[src/rtl/fm0_bit_decoder_pkg.sv]
// Shared definitions for the FM0 receive bit decoder.
//   state_e            : decoder FSM encoding (IDLE/RUN/DONE)
//   HALF_W             : width of half-symbol counters and per-bank half lengths
//   DEFAULT_HALF_LENS  : packed samples-per-half-symbol, bank i at [i*8 +: 8]
//   fm0_* functions    : FM0 symbol conventions shared with the transmit encoder
package fm0_bit_decoder_pkg;

  localparam int unsigned HALF_W        = 8;
  localparam int unsigned DEFAULT_BANKS = 4;

  localparam logic [DEFAULT_BANKS*HALF_W-1:0] DEFAULT_HALF_LENS =
    {8'd20, 8'd16, 8'd12, 8'd8};

  typedef enum logic [1:0] {
    ST_IDLE = 2'd0,
    ST_RUN  = 2'd1,
    ST_DONE = 2'd2
  } state_e;

  // No mid-symbol inversion encodes data-1, an inversion encodes data-0.
  function automatic logic fm0_data_bit(input logic h1, input logic h2);
    return h1 == h2;
  endfunction

  // Every symbol must start inverted relative to the previous symbol's end.
  function automatic logic fm0_boundary_ok(input logic prev_h2, input logic h1);
    return prev_h2 != h1;
  endfunction

endpackage

[src/rtl/fm0_bit_decoder_half_symbol_integrator.sv]
// Majority-vote integrator for one FM0 half-symbol.
//   clk, rst      : clock, synchronous active-high reset
//   clr_i         : clears the sample and ones counters (frame start)
//   en_i          : accept dat_i this cycle
//   dat_i         : oversampled data bit
//   half_len_i    : samples per half-symbol (>= 2)
//   level_c       : majority level including the current sample (ties -> 1)
//   half_close_c  : current accepted sample is the last of a half-symbol
module fm0_bit_decoder_half_symbol_integrator
  import fm0_bit_decoder_pkg::*;
(
  input  logic              clk,
  input  logic              rst,
  input  logic              clr_i,
  input  logic              en_i,
  input  logic              dat_i,
  input  logic [HALF_W-1:0] half_len_i,
  output logic              level_c,
  output logic              half_close_c
);

  logic [HALF_W-1:0] hcnt_q;
  logic [HALF_W-1:0] ones_q;
  logic [HALF_W-1:0] ones_d;
  logic [HALF_W:0]   twice_ones_c;

  // Decision uses the count including the sample being accepted now.
  always_comb begin
    ones_d       = ones_q + HALF_W'(dat_i);
    twice_ones_c = {ones_d, 1'b0};
    level_c      = (twice_ones_c >= {1'b0, half_len_i});
    half_close_c = en_i && (hcnt_q == (half_len_i - HALF_W'(1)));
  end

  always_ff @(posedge clk) begin
    if (rst || clr_i) begin
      hcnt_q <= '0;
      ones_q <= '0;
    end else if (en_i) begin
      if (half_close_c) begin
        hcnt_q <= '0;
        ones_q <= '0;
      end else begin
        hcnt_q <= hcnt_q + HALF_W'(1);
        ones_q <= ones_d;
      end
    end
  end

endmodule

[src/rtl/fm0_bit_decoder.sv]
// FM0 bit decoder: integrates half-symbols, emits data bits, ends the frame
// on a missing boundary inversion or when MAX_BITS bits have been emitted.
//   clk, rst           : clock, synchronous active-high reset
//   start              : frame start pulse (restarts an active frame)
//   bank               : frequency bank, sampled with start
//   in_dat, in_vld     : oversampled stream and its strobe
//   out_bit, out_vld   : decoded bit and its one-cycle strobe
//   frame_done         : one-cycle end-of-frame pulse
//   frame_err          : with frame_done, 1 = ended by MAX_BITS cap
//   frame_bits         : bits emitted in the frame, held after frame_done
//   busy               : frame in progress
module fm0_bit_decoder
  import fm0_bit_decoder_pkg::*;
#(
  parameter int unsigned              BANKS     = 4,
  parameter logic [BANKS*HALF_W-1:0]  HALF_LENS = DEFAULT_HALF_LENS,
  parameter int unsigned              MAX_BITS  = 512,
  parameter int unsigned              CNT_WIDTH = 16
) (
  input  logic                       clk,
  input  logic                       rst,
  input  logic                       start,
  input  logic [$clog2(BANKS)-1:0]   bank,
  input  logic                       in_dat,
  input  logic                       in_vld,
  output logic                       out_bit,
  output logic                       out_vld,
  output logic                       frame_done,
  output logic                       frame_err,
  output logic [CNT_WIDTH-1:0]       frame_bits,
  output logic                       busy
);

  localparam int unsigned          BANK_W  = $clog2(BANKS);
  localparam logic [CNT_WIDTH-1:0] MAX_CNT = CNT_WIDTH'(MAX_BITS);

  state_e               state_q;
  logic [HALF_W-1:0]    half_len_q;
  logic [HALF_W-1:0]    bank_len_c;
  logic                 half_q;
  logic                 h1_q;
  logic                 prev_q;
  logic                 first_sym_q;
  logic [CNT_WIDTH-1:0] bits_q;
  logic [CNT_WIDTH-1:0] bits_d;
  logic                 run_c;
  logic                 level_c;
  logic                 half_close_c;

  // Half length of the requested bank.
  always_comb begin
    bank_len_c = '0;
    for (int unsigned i = 0; i < BANKS; i++) begin
      if (bank == BANK_W'(i)) begin
        bank_len_c = HALF_LENS[i*HALF_W +: HALF_W];
      end
    end
  end

  // Samples count only in RUN and not on a restart cycle; bits saturates.
  always_comb begin
    run_c  = (state_q == ST_RUN) && in_vld && !start;
    bits_d = (bits_q == MAX_CNT) ? bits_q : bits_q + CNT_WIDTH'(1);
  end

  fm0_bit_decoder_half_symbol_integrator u_integrator (
    .clk          (clk),
    .rst          (rst),
    .clr_i        (start),
    .en_i         (run_c),
    .dat_i        (in_dat),
    .half_len_i   (half_len_q),
    .level_c      (level_c),
    .half_close_c (half_close_c)
  );

  // Decoder FSM with registered outputs.
  always_ff @(posedge clk) begin
    if (rst) begin
      state_q     <= ST_IDLE;
      half_len_q  <= '0;
      half_q      <= 1'b0;
      h1_q        <= 1'b0;
      prev_q      <= 1'b0;
      first_sym_q <= 1'b0;
      bits_q      <= '0;
      out_bit     <= 1'b0;
      out_vld     <= 1'b0;
      frame_done  <= 1'b0;
      frame_err   <= 1'b0;
      frame_bits  <= '0;
      busy        <= 1'b0;
    end else begin
      out_vld    <= 1'b0;
      frame_done <= 1'b0;

      case (state_q)
        ST_IDLE: begin
        end
        ST_RUN: begin
          if (!start && half_close_c) begin
            if (!half_q) begin
              h1_q   <= level_c;
              half_q <= 1'b1;
            end else begin
              half_q <= 1'b0;
              if (!first_sym_q && !fm0_boundary_ok(prev_q, h1_q)) begin
                // Reported immediately so it occupies the slot of the lost bit.
                frame_done <= 1'b1;
                frame_err  <= 1'b0;
                frame_bits <= bits_q;
                busy       <= 1'b0;
                state_q    <= ST_IDLE;
              end else begin
                out_bit     <= fm0_data_bit(h1_q, level_c);
                out_vld     <= 1'b1;
                prev_q      <= level_c;
                first_sym_q <= 1'b0;
                bits_q      <= bits_d;
                if (bits_d == MAX_CNT) begin
                  state_q <= ST_DONE;
                end
              end
            end
          end
        end
        ST_DONE: begin
          frame_done <= 1'b1;
          frame_err  <= 1'b1;
          frame_bits <= bits_q;
          busy       <= 1'b0;
          state_q    <= ST_IDLE;
        end
        default: begin
          state_q <= ST_IDLE;
        end
      endcase

      // Start from any state (re)initialises the frame; overrides the above.
      if (start) begin
        state_q     <= ST_RUN;
        busy        <= 1'b1;
        half_len_q  <= bank_len_c;
        half_q      <= 1'b0;
        first_sym_q <= 1'b1;
        bits_q      <= '0;
      end
    end
  end

endmodule

[config.mk]
export PLATFORM = sky130hd
export DESIGN_NAME = fm0_bit_decoder
export DESIGN_NICKNAME = d
export VERILOG_FILES = /design/src/rtl/fm0_bit_decoder_pkg.sv /design/src/rtl/fm0_bit_decoder_half_symbol_integrator.sv /design/src/rtl/fm0_bit_decoder.sv
export SDC_FILE = /design/constraint.sdc
export NUM_CORES = 1
export LEC_CHECK = 0
export BUFFER_PORTS_ARGS = -buffer_cell sky130_fd_sc_hd__buf_4
export CORE_UTILIZATION = 55
export CTS_BUF_LIST = sky130_fd_sc_hd__clkbuf_4
export CTS_CLUSTER_SIZE = 20
export DETAILED_ROUTE_END_ITERATION = 8
export GPL_ROUTABILITY_DRIVEN = 1
export PLACE_DENSITY = 0.85
export SLEW_MARGIN = 10
export SYNTH_ARGS = -nofsm -noshare
export SYNTH_HDL_FRONTEND = slang
export SYNTH_SLANG_ARGS = --single-unit
[constraint.sdc]
create_clock -name clk -period 2.9 [get_ports clk]
set_clock_uncertainty 0.1 [all_clocks]
set_input_delay 0.87 -clock clk [delete_from_list [all_inputs] [get_ports clk]]
set_output_delay 0.87 -clock clk [all_outputs]
set_load 0.02 [all_outputs]
# == After elaboration in Yosys (flattened, before gate mapping) ==
# Index checks and enable logic that the tools add are counted.
# op_classes
n_addsub,4
mul,0
div,0
magnitude_cmp,1
eq_ne,20
shifts,0
mux,34
n_bitwise,5
reduce_logical,26
# op_table
op,n
16-bit 2-to-1 mux,4
8-bit 2-to-1 mux,5
16-bit by 10-bit == test with 1-bit output (second input constant),2
16-bit case mux with 2 select lines,1
4-bit AND reduction,6
16-bit by 1-bit adder with 16-bit output (second input constant),1
1-bit 2-to-1 mux,15
9-bit by 8-bit greater-or-equal comparator with 1-bit output,1
8-bit by 1-bit adder with 8-bit output,1
8-bit by 1-bit adder with 8-bit output (second input constant),1
8-bit == test,1
2-bit 2-to-1 mux,4
2-bit nonzero test,4
8-bit by 1-bit subtractor with 8-bit output (second input constant),1
2-bit == test (second input constant),3
2-bit inequality test (second input constant),3
3-bit by 2-bit inequality test with 1-bit output (second input constant),2
1-bit case mux with 2 select lines,3
1-bit logical AND,5
1-bit inverter,5
2-bit by 1-bit == test with 1-bit output (second input constant),2
2-bit logical NOT,2
4-bit 2-to-1 mux,1
2-bit by 1-bit inequality test with 1-bit output (second input constant),2
13 further kinds,15
# word_totals
reg_bits,67
latch_bits,0
mem_bits_rw,0
romBits,0
inputBits,7
output_inout_bits,21
n_memories,0

# == Depth between registers and ports, before layout ==
# Gate-level depths: netlist of the first run.
# logic_depth
ltp_word,9
depth_mapped,11
ltp_nobuf,10

# == By module ==
# A second synthesis of the first run with hierarchy kept.
# hier_totals
hier_cells,412
area_unflattened_um2,3495.9
# modules_own_cells
module,n_inst,cells_each,area_each_um2
fm0_bit_decoder,1,259,2264.7
fm0_bit_decoder_half_symbol_integrator,1,153,1231.2

# == Worst setup path after synthesis of the first run ==
# No wires, ideal clock.
# synth_path
kind,input -> register
startpoint,input port in_dat
endpoint,register out_bit
setup_ns,0.086
arrival_time_ns,2.711
required_ns,2.714
path_slack_ns,0.003
cell_stages,9
n_path_buf,0
path_cell_list,ha_1 -> ha_1 -> xor2_1 -> ha_1 -> a21boi_0 -> o21a_1 -> a2111o_1 -> xor2_1 -> a211oi_1
# synth_between
elab_chain_cells,3
# synth_lines
element,line_no,rtl
start: declaration,fm0_bit_decoder.sv:24,"input logic in_dat,"
8-bit by 1-bit adder with 8-bit output,fm0_bit_decoder_half_symbol_integrator.sv:29,ones_d = ones_q + HALF_W'(dat_i);
9-bit by 8-bit greater-or-equal comparator with 1-bit output,fm0_bit_decoder_half_symbol_integrator.sv:31,"level_c = (twice_ones_c >= {1'b0, half_len_i});"
1-bit == test,fm0_bit_decoder_pkg.sv:22,return h1 == h2;
end signal: assignment,fm0_bit_decoder.sv:115,"out_bit <= fm0_data_bit(h1_q, level_c);"
end: declaration,fm0_bit_decoder.sv:26,"output logic out_bit,"
# No other way between the ends.
# A chain may end at the register's enable or synchronous reset.

# == Worst setup path after layout of the first run ==
# Same ends and word-level chain as after synthesis.

==> results of run 1 <==
==> metrics by stage <==
| step | worst slack [ns] | instance area [µm²] | TNS (ns) | hold WS (ns) | instances |
|---|---|---|---|---|---|
| 6_report | 0.129 | 3620 | 0 | 0.381 | 480 |
| 5_1_grt | 0.0615 | 3620 | 0 | 0.398 | 480 |
| 4_1_cts | 0.183 | 3620 | 0 | 0.380 | 480 |
| 3_5_place_dp | -0.232 | 3500 | -0.367 | 0.362 | 464 |
| 3_3_place_gp | -0.132 | 3500 | -0.133 | 0.347 | 464 |
| 2_1_floorplan | 0.00346 | 3240 | 0 | 0.336 | 378 |
==> state kept, by name (all words and copies together), names as in the netlist <==
register             cells
half_q                   1
frame_err                1
frame_bits              16
u_integrator.ones_q      8
bits_q                  16
frame_done               1
prev_q                   1
busy                     1
out_vld                  1
half_len_q               3
h1_q                     1
state_q                  2
u_integrator.hcnt_q      8
first_sym_q              1
out_bit                  1
==> routing by layer <==
| layer | up-vias | routed length, µm | global-route usage (%) |
|---|---|---|---|
| li1 | 1367 | - | - |
| met1 | 1315 | 2970 | 27.1 |
| met2 | 61 | 3480 | 42.9 |
| met3 | 13 | 294 | 7.01 |
| met4 | 0 | 142 | 9.81 |
| met5 | - | 0 | 0 |
==> logic make-up after synthesis <==
group	synth area share, %
mux	7.76
flops	38.3
compound gates	8.34
fa+ha+maj	5.02
buf+inv	4.86
simple gates	27.1
xor+xnor	8.65
==> worst paths after layout <==
| check | start | endpoint | slack (ns) | cells after the start |
|---|---|---|---|---|
| max reg2reg | half_len_q[2] | bits_q[4] | 0.34 | 10 |
| min | u_integrator.ones_q[0] | u_integrator.ones_q[0] | 0.38 | 2 |
| min reg2reg | u_integrator.ones_q[0] | u_integrator.ones_q[0] | 0.38 | 2 |
| max | in_dat | out_bit | 0.13 | 10 |
==> report_power, final <==
| part | total, W | switching (W) | internal [W] |
|---|---|---|---|
| Clock | 0.000562 | 0.000299 | 0.000263 |
| Sequential | 0.000862 | 0.00000477 | 0.000857 |
| Combinational | 0.000106 | 0.0000625 | 0.0000438 |
==> area by class of cell <==
| class | instances | area, µm² | share of cell area, % |
|---|---|---|---|
| clock buffers | 10 | 75.1 | 2.07 |
| clock inverters | 6 | 52.6 | 1.45 |
| inverters | 10 | 37.5 | 1.04 |
| multi-input cells | 282 | 1840 | 50.8 |
| flip-flops and latches | 62 | 1240 | 34.2 |
| well taps | 72 | 90.1 | 2.49 |
| repair buffers | 38 | 285 | 7.87 |
==> synth_stat cells (all sizes together), types with 2 or more instances <==
cell    instances
a211oi          4
a21oi          13
a22o            2
a22oi           3
and2            2
and3           10
and4            5
buf            10
clkbuf         14
dfxtp          62
ha             13
inv            10
mux2i          24
nand2          22
nand2b          3
nand3          17
nand3b          3
nand4          13
nor2           64
nor2b           3
nor3            9
nor4            3
nor4b           3
o21a            2
o21ai          11
o22ai           2
or2             2
or3             5
or4             2
xnor2           8
xor2           24
==> worst register-to-register path: cells and delay by family, from the launching register on <==
| family | cells | cell delay [ns] |
|---|---|---|
| buf+inv | 2 | 0.34 |
| flops | 1 | 0.44 |
| simple gates | 4 | 0.80 |
| fa+ha+maj | 2 | 0.47 |
| xor+xnor | 2 | 0.36 |
==> results.toml, run 1 <==
[worst_setup_path]
cp_top_family = "compound AO/OA/AOI/OAI gates"
crit_buf_inv = 1
cp_max_fo = 3
cp_common_cell = "ha_1"
slowest_delay_ns = 0.40
cp_data_arrival_time_ns = 2.97
critPathRequiredTime_ns = 3.10
crit_chain = "buf_4, ha_1, ha_1, xor2_1, ha_1, a21boi_0, o21a_1, a2111o_1, xor2_1, a211oi_1"
cp_slowest_cell = "a2111o_1"
crit_path_end_kind = "register"
critical_path_class = "input pin to register"
worstSetupStartpointType = "input pin"

[clocking]
clk_pin_slew_worst_paths_ns = 0.10
cts.hold.buffers_added = 0
clkSinkCount = 62
clock_path_buffers = 2
cts_tree = "built"
htreeDepth = 3
cts-root-buf = "clkbuf_4"
clk-insertion-delay-late_ns = 0.40
cts_resized = 0
post_cts_buffers = 0
cts_buffers = 9

[pwr]
finalPower_w = 0.00153
peakVddDrop_mv = 0.403
cellPowerDensity_nw_per_um2 = 422
p_leak_nw = 1.50

[synth]
synth_fp_nets = 398
synth.distinct_cells = 50
syn_area_um2 = 3240
synth_area_per_cell_um2 = 8.58
synth_area_leaders = "dfxtp_1 38%, mux2i_1 7.4%, nor2_1 7.4%, xor2_1 6.5%, ha_1 5.0%"
synth_top_area_share_pct = 38.3
synthFlopType = "dfxtp_1"
async_reset_ff_share_pct = 0
synthCells = 378
ys.warnings.count = 0
synth_edf_count = 0
ys_seq_elements = 62
yosysSeqAreaShare_pct = 38.3
synth_top_cell_by_area = "dfxtp_1"

[place]
gp_congestion = 0.876
port-buffer-count = 27
post-dp-hpwl_mm = 4.92

[floorplanning]
pin_count = 28
coreArea_um2 = 5610
initial_utilization_pct = 57.8
die_h_um = 78.8
placementRows = 27
die_w_um = 78.8
die_area_um2 = 6210

[grt]
track_usage_pct = 24.2
grt_max_degree = 31
grt_pass1_wl_mm = 11.9
grt_pass1_vias = 2744
antenna_found_initial = 0
grt_overflow = 0

[timing]
max_freq_ghz = 0.361
finalSetupViolations = 0
relSlewSlack_pct = 63.1
rsz0062_at_grt = "no"
worstMarginPinSlew_ns = 0.551
period_share_pct = 95.5
final-hold-violation-count = 0
layout_min_cycle_time_ns = 2.77
slew_violations = 0

[status]
outcome = "finished clean"

[layout]
final_util_pct = 64.6
area_delta_synth_final_pct = 11.8
final_common_cell = "nor2_1"
final_cell_mix = "64 x nor2_1, 62 x dfxtp_1, 38 x buf_4"
nets = 423
final_layout_size_suffix_gt1_share_pct = 14.7
n_antenna_cell = 0
fillers = 504

[detailed_routing]
drc = 0
drt.antenna.violating_nets = 0
first_pass_iters = 4
wl_per_cell_um = 14.4
vias_per_cell = 5.74
first_iter_violations = 123
num_vias = 2756
finalWirelength_mm = 6.89

[job]
cap_violations = 0

[hold_path]
min_path_type = "register to register"
Note: power is estimated with default switching activity, not from simulation.
==> inputs of run 2 (changes only) <==
--- a/config.mk
+++ b/config.mk
@@ -6,12 +6,12 @@
 export NUM_CORES = 1
 export LEC_CHECK = 0
 export BUFFER_PORTS_ARGS = -buffer_cell sky130_fd_sc_hd__buf_4
-export CORE_UTILIZATION = 55
-export CTS_BUF_LIST = sky130_fd_sc_hd__clkbuf_4
+export CORE_ASPECT_RATIO = 0.5
+export CORE_UTILIZATION = 54
 export CTS_CLUSTER_SIZE = 20
 export DETAILED_ROUTE_END_ITERATION = 8
 export GPL_ROUTABILITY_DRIVEN = 1
-export PLACE_DENSITY = 0.85
+export PLACE_DENSITY = 0.84
 export SLEW_MARGIN = 10
 export SYNTH_ARGS = -nofsm -noshare
 export SYNTH_HDL_FRONTEND = slang
==> constraint.sdc (replaced) <==
create_clock -name clk -period 2.4 [get_ports clk]
set_clock_uncertainty 0.1 [all_clocks]
set_input_delay 0.72 -clock clk [delete_from_list [all_inputs] [get_ports clk]]
set_output_delay 0.72 -clock clk [all_outputs]
set_load 0.02 [all_outputs]
==> run 2 against run 1 <==
  * The run now ends with design-rule violations, negative setup slack left
  * Total power up 67%
  * Critical path depth up 2
  * Die area up 2.1%
  * Combinational power up 71%
  * Clock-buffer cell count up 1
  * Cell count up 7.7%
  * Clock power up 140%
  * Non-clock buffer count up 36
  * Global-route usage up 4.2 points
  * Design area up 20%
  * Via count up 24%
  * Wire length up 58%
  * Largest cell class unchanged
==> results.toml, run 2 (same netlist as run 1, synthesis figures left out) <==
[timing]
max_freq_ghz = 0.384
setup-tns-final_ns = -1.70
fin_ws_ns = -0.207
rsz0062_at_grt = "yes"
finalSetupViolations = 20
layout_min_cycle_time_ns = 2.61
slew_violations = 0
final-hold-violation-count = 0
relSlewSlack_pct = 69.1
worstMarginPinSlew_ns = 0.462
period_share_pct = 109

[layout]
reg.largest.list = "bits_q: 16 flops, frame_bits: 16 flops"
final_layout_size_suffix_gt1_share_pct = 28.8
area_delta_synth_final_pct = 33.8
fin_cells = 517
final_common_cell = "buf_4"
final_cell_mix = "65 x buf_4, 63 x nor2_1, 60 x dfxtp_1"
n_antenna_cell = 0
nets = 459

[detailed_routing]
first_pass_iters = 9
first_iter_violations = 360
vias_per_cell = 6.60
drt.antenna.violating_nets = 0
drc = 2
num_vias = 3414
wl_per_cell_um = 21.1
finalWirelength_mm = 10.9

[worst_setup_path]
crit_path_end_kind = "register"
cp_max_fo = 5
slowest_delay_ns = 0.35
crit_cells = 12
critPathRequiredTime_ns = 2.56
critical_path_class = "register to register"
crit_path_start = "half_len_q[2]"
reg2regPathDepth = 12
cp_data_arrival_time_ns = 2.76
worstSetupStartpointType = "register"
worstReg2RegStart = "half_len_q[2]"
cp_top_family = "simple AND/OR/NAND/NOR gates"
crit_chain = "inv_2, ha_4, ha_4, xor2_2, nand4_1, nor4b_4, buf_4, buf_12, buf_4, nand4_1, xor2_1, nor2_1"
cp_slowest_cell = "dfxtp_2"
crit_buf_inv = 4

[pwr]
internal_power_w = 0.00197
p_clk_share_pct = 52.0
cellPowerDensity_nw_per_um2 = 589
swShare_pct = 22.8
combPwrFrac_pct = 7.1
finalPower_w = 0.00255
p_leak_nw = 1.78
pwr-share-seq_pct = 40.9
p_switching_w = 0.000582
peakVddDrop_mv = 0.513

[clocking]
cts_buffers = 9
clk-insertion-delay-late_ns = 0.33
clock_path_buffers = 2
cts_tree = "built"
cts-root-buf = "clkbuf_16"
clkSinkCount = 62
clk_pin_slew_worst_paths_ns = 0.06
cts.hold.buffers_added = 0
htreeDepth = 3

[grt]
grt_pass1_vias = 2982
antenna_found_initial = 0
grt_pass1_wl_mm = 14.1
track_usage_pct = 28.4
grt_max_degree = 31
grt_overflow = 0

[place]
port-buffer-count = 27
post-dp-hpwl_mm = 5.35
dp_cells = 488
gp_congestion = 0.904

[floorplanning]
die_area_um2 = 6340
pin_count = 28
die_h_um = 56.8
initial_utilization_pct = 57.5
placementRows = 19
coreArea_um2 = 5630
die_w_um = 112

[hold_path]
hold_path_startpoint = "frame_bits[11]"
min_path_type = "register to register"
min_delay_path_depth = 2

[status]
violations = "design-rule violations, negative setup slack"
outcome = "complete, but fails checks"

[job]
cap_violations = 0
-- run 2: cell types whose count changed in the layout (fill, tap and decap cells not counted), moves of 3 or more --
cell        previous run  this run
buf_4                 38        65
buf_6                  0         4
clkbuf_16              0        11
clkbuf_4              10         0
clkinvlp_4             0         3
ha_1                  13         9
ha_4                   0         4
nand3_1               16         9
nand3_2                1         7
xor2_1                24        20
xor2_2                 0         4
-- run 2: metal layers --
metal | up-vias | routed length, µm | track usage (%)
met2 | 275 | 5070 | 53.2
li1 | 1439 | - | -
met3 | 104 | 1010 | 7.34
met1 | 1596 | 4020 | 30.6
met5 | - | 0 | 0
met4 | 0 | 813 | 12.4
-- run 2: metrics by stage --
step           instance area [µm²]  hold WS (ns)  util [%]  setup slack, ns
2_1_floorplan                 3270         0.349         -           -0.216
3_3_place_gp                  3720         0.356      66.0           -0.389
3_5_place_dp                  3720         0.363      66.0           -0.540
4_1_cts                       4060         0.371      72.1           -0.124
5_1_grt                       4340         0.404      77.0           -0.252
6_report                      4340         0.396      77.0           -0.207
-- run 2: layout make-up --
class	count	area, µm²
clock buffers	11	253
clock inverters	5	57.6
fillers	285	1300
inverters	10	37.5
multi-input cells	282	2020
flip-flops and latches	62	1240
well taps	73	91.3
repair buffers	74	638
-- run 2: worst paths after layout --
path,endpoint,slack [ns]
max,bits_q[4],-0.21
min,frame_bits[11],0.40
max reg2reg,bits_q[4],-0.21
min reg2reg,frame_bits[11],0.40
-- run 2: timing repair --
action	CTS	global route
gates cloned	0	2
setup buffers	0	11
pin swaps	4	7
endpoints found under the setup margin	9	47
gates resized for setup	8	30
-- run 2: worst reg2reg max path, stage by stage, from the launching register on --
cell	delay, ns
dfxtp_2	0.35
inv_2	0.06
ha_4	0.16
ha_4	0.27
xor2_2	0.17
nand4_1	0.25
nor4b_4	0.31
buf_4	0.18
buf_12	0.13
buf_4	0.10
nand4_1	0.12
xor2_1	0.19
nor2_1	0.15
-- run 2: power by group through the flow --
stage | registers (W) | logic (W) | clock network, W
after global routing | 0.00105 | 0.000188 | 0.00138
final | 0.00105 | 0.000181 | 0.00133
after detailed placement | 0.00106 | 0.000143 | 0
after CTS | 0.00104 | 0.000150 | 0.00131
after floorplan | 0.00107 | 0.0000992 | 0
after global placement | 0.00106 | 0.000136 | 0
==> inputs of run 3 (changes only) <==
--- a/config.mk
+++ b/config.mk
@@ -12,6 +12,7 @@
 export DETAILED_ROUTE_END_ITERATION = 8
 export GPL_ROUTABILITY_DRIVEN = 1
 export PLACE_DENSITY = 0.84
+export REMOVE_ABC_BUFFERS = 1
 export SLEW_MARGIN = 10
 export SYNTH_ARGS = -nofsm -noshare
 export SYNTH_HDL_FRONTEND = slang
==> run 3 against run 2 <==
  * The run ends with negative setup slack left
  * Utilization up 1.7 points
  * Wire length grew 3.6%
  * Total power rose by 12%
  * Highest routed layer unchanged
  * Sequential cell count unchanged
  * Clock-buffer cell count down 1
  * Critical path type unchanged
  * Cell count fell by 0.39%
==> results.toml, run 3 (same netlist as run 1, synthesis figures left out) <==
[floorplanning]
die_h_um = 56.8
pin_count = 28
die_area_um2 = 6340
placementRows = 19
die_w_um = 112
coreArea_um2 = 5630
initial_utilization_pct = 57.5

[grt]
track_usage_pct = 31.1
grt_pass1_vias = 3121
grt_pass1_wl_mm = 15.3
antenna_found_initial = 0
grt_max_degree = 30
grt_overflow = 0

[worst_setup_path]
worstSetupStartpointType = "register"
critPathRequiredTime_ns = 2.52
cp_top_family = "buffers and inverters"
crit_chain = "inv_1, ha_2, ha_4, xor2_4, nand4_1, buf_4, buf_4, nor3_4, buf_6, o21ai_0, a22oi_1, nor2_1"
slowest_delay_ns = 0.32
r2r_slack_ns = -0.23
cp_max_fo = 7
crit_buf_inv = 4
crit_path_end_kind = "register"
cp_slowest_cell = "dfxtp_2"
cp_common_cell = "buf_4"
cp_data_arrival_time_ns = 2.75
critical_path_class = "register to register"

[place]
place_ws_ns = -0.570
port-buffer-count = 27
gp_congestion = 0.855
post-dp-hpwl_mm = 5.32
postPlaceCellArea_um2 = 3680

[layout]
final_util_pct = 78.7
area_delta_synth_final_pct = 36.7
fillers = 263
multi_input_area_um2 = 2080
final_layout_size_suffix_gt1_share_pct = 30.5
final_area_um2 = 4430
n_antenna_cell = 0
final_cell_mix = "63 x nor2_1, 63 x buf_4, 56 x dfxtp_1"
nets = 457
reg.largest.list = "bits_q: 16 flops, frame_bits: 16 flops"
regArea_um2 = 1250

[clocking]
cts_buffers = 9
cts.hold.buffers_added = 0
clk-insertion-delay-late_ns = 0.34
cts-root-buf = "clkbuf_16"
cts_tree = "built"
htreeDepth = 3
clock_path_buffers = 2
clkSinkCount = 62
clk_pin_slew_worst_paths_ns = 0.05

[pwr]
combPwrFrac_pct = 6.9
peakVddDrop_mv = 0.613
finalPower_w = 0.00286
p_switching_w = 0.000594
cellPowerDensity_nw_per_um2 = 646
p_leak_nw = 1.81
pwr-share-seq_pct = 36.4
p_clk_share_pct = 56.7
swShare_pct = 20.7
internal_power_w = 0.00227

[timing]
worstMarginPinSlew_ns = 0.438
final-hold-violation-count = 0
slew_violations = 0
finalSetupViolations = 37
rsz0062_at_grt = "yes"
holdWs_ns = 0.381
max_freq_ghz = 0.381
layout_min_cycle_time_ns = 2.63
fin_ws_ns = -0.226
period_share_pct = 109
relSlewSlack_pct = 70.7

[detailed_routing]
first_iter_violations = 456
drt.antenna.violating_nets = 0
finalWirelength_mm = 11.3
num_vias = 3458
wl_per_cell_um = 22.0
drc = 0
vias_per_cell = 6.71
first_pass_iters = 8

[job]
cap_violations = 0

[status]
outcome = "complete, but fails checks"
violations = "negative setup slack"

[hold_path]
min_path_type = "register to register"
run 3: metal layers:
layer / track usage, % / up-vias / wire, µm
met5: 0 / - / 0
met4: 16.4 / 0 / 886
met3: 7.99 / 107 / 1210
met2: 53.1 / 311 / 5090
met1: 36.6 / 1608 / 4120
li1: - / 1432 / -
run 3: repair_timing:
item / CTS / global route
endpoints found under the setup margin: 30 / 49
setup buffers: 6 / 5
pin swaps: 13 / 17
gates cloned: 1 / 0
resized for setup: 18 / 47
run 3: final cells by class:
type,count,share of cell area (%)
Clock inverter,6,2.99
Timing Repair Buffer,72,13.7
Multi-Input combinational cell,282,46.8
Clock buffer,10,5.39
Inverter,10,0.847
Sequential cell,62,28.2
Tap cell,73,2.06
run 3: metrics by stage:
stage          instances  TNS (ns)
3_3_place_gp         488     -1.18
6_report             515     -2.46
3_5_place_dp         488     -2.23
4_1_cts              510    -0.208
5_1_grt              515    -12.09
2_1_floorplan        354     -2.92
run 3: worst reg2reg max path, stage by stage, from the launching register on:
cell     delay (ns)
dfxtp_2        0.32
inv_1          0.06
ha_2           0.18
ha_4           0.29
xor2_4         0.17
nand4_1        0.22
buf_4          0.21
buf_4          0.13
nor3_4         0.17
buf_6          0.17
o21ai_0        0.13
a22oi_1        0.28
nor2_1         0.07
run 3: power by group through the flow:
stage          sequential (W)  combinational (W)  clock, W
6_report              0.00104           0.000197   0.00162
3_5_place_dp          0.00106           0.000144         0
4_1_cts               0.00104           0.000159   0.00161
3_3_place_gp          0.00106           0.000136         0
2_1_floorplan         0.00107          0.0000838         0
5_1_grt               0.00104           0.000211   0.00168
run 3: final timing paths:
check,to,startpoint,cells after the start
worst max-delay path,u_integrator.ones_q[4],half_len_q[3],12
worst min-delay path,busy,busy,2
worst max register to register,u_integrator.ones_q[4],half_len_q[3],12
worst min register to register,busy,busy,2
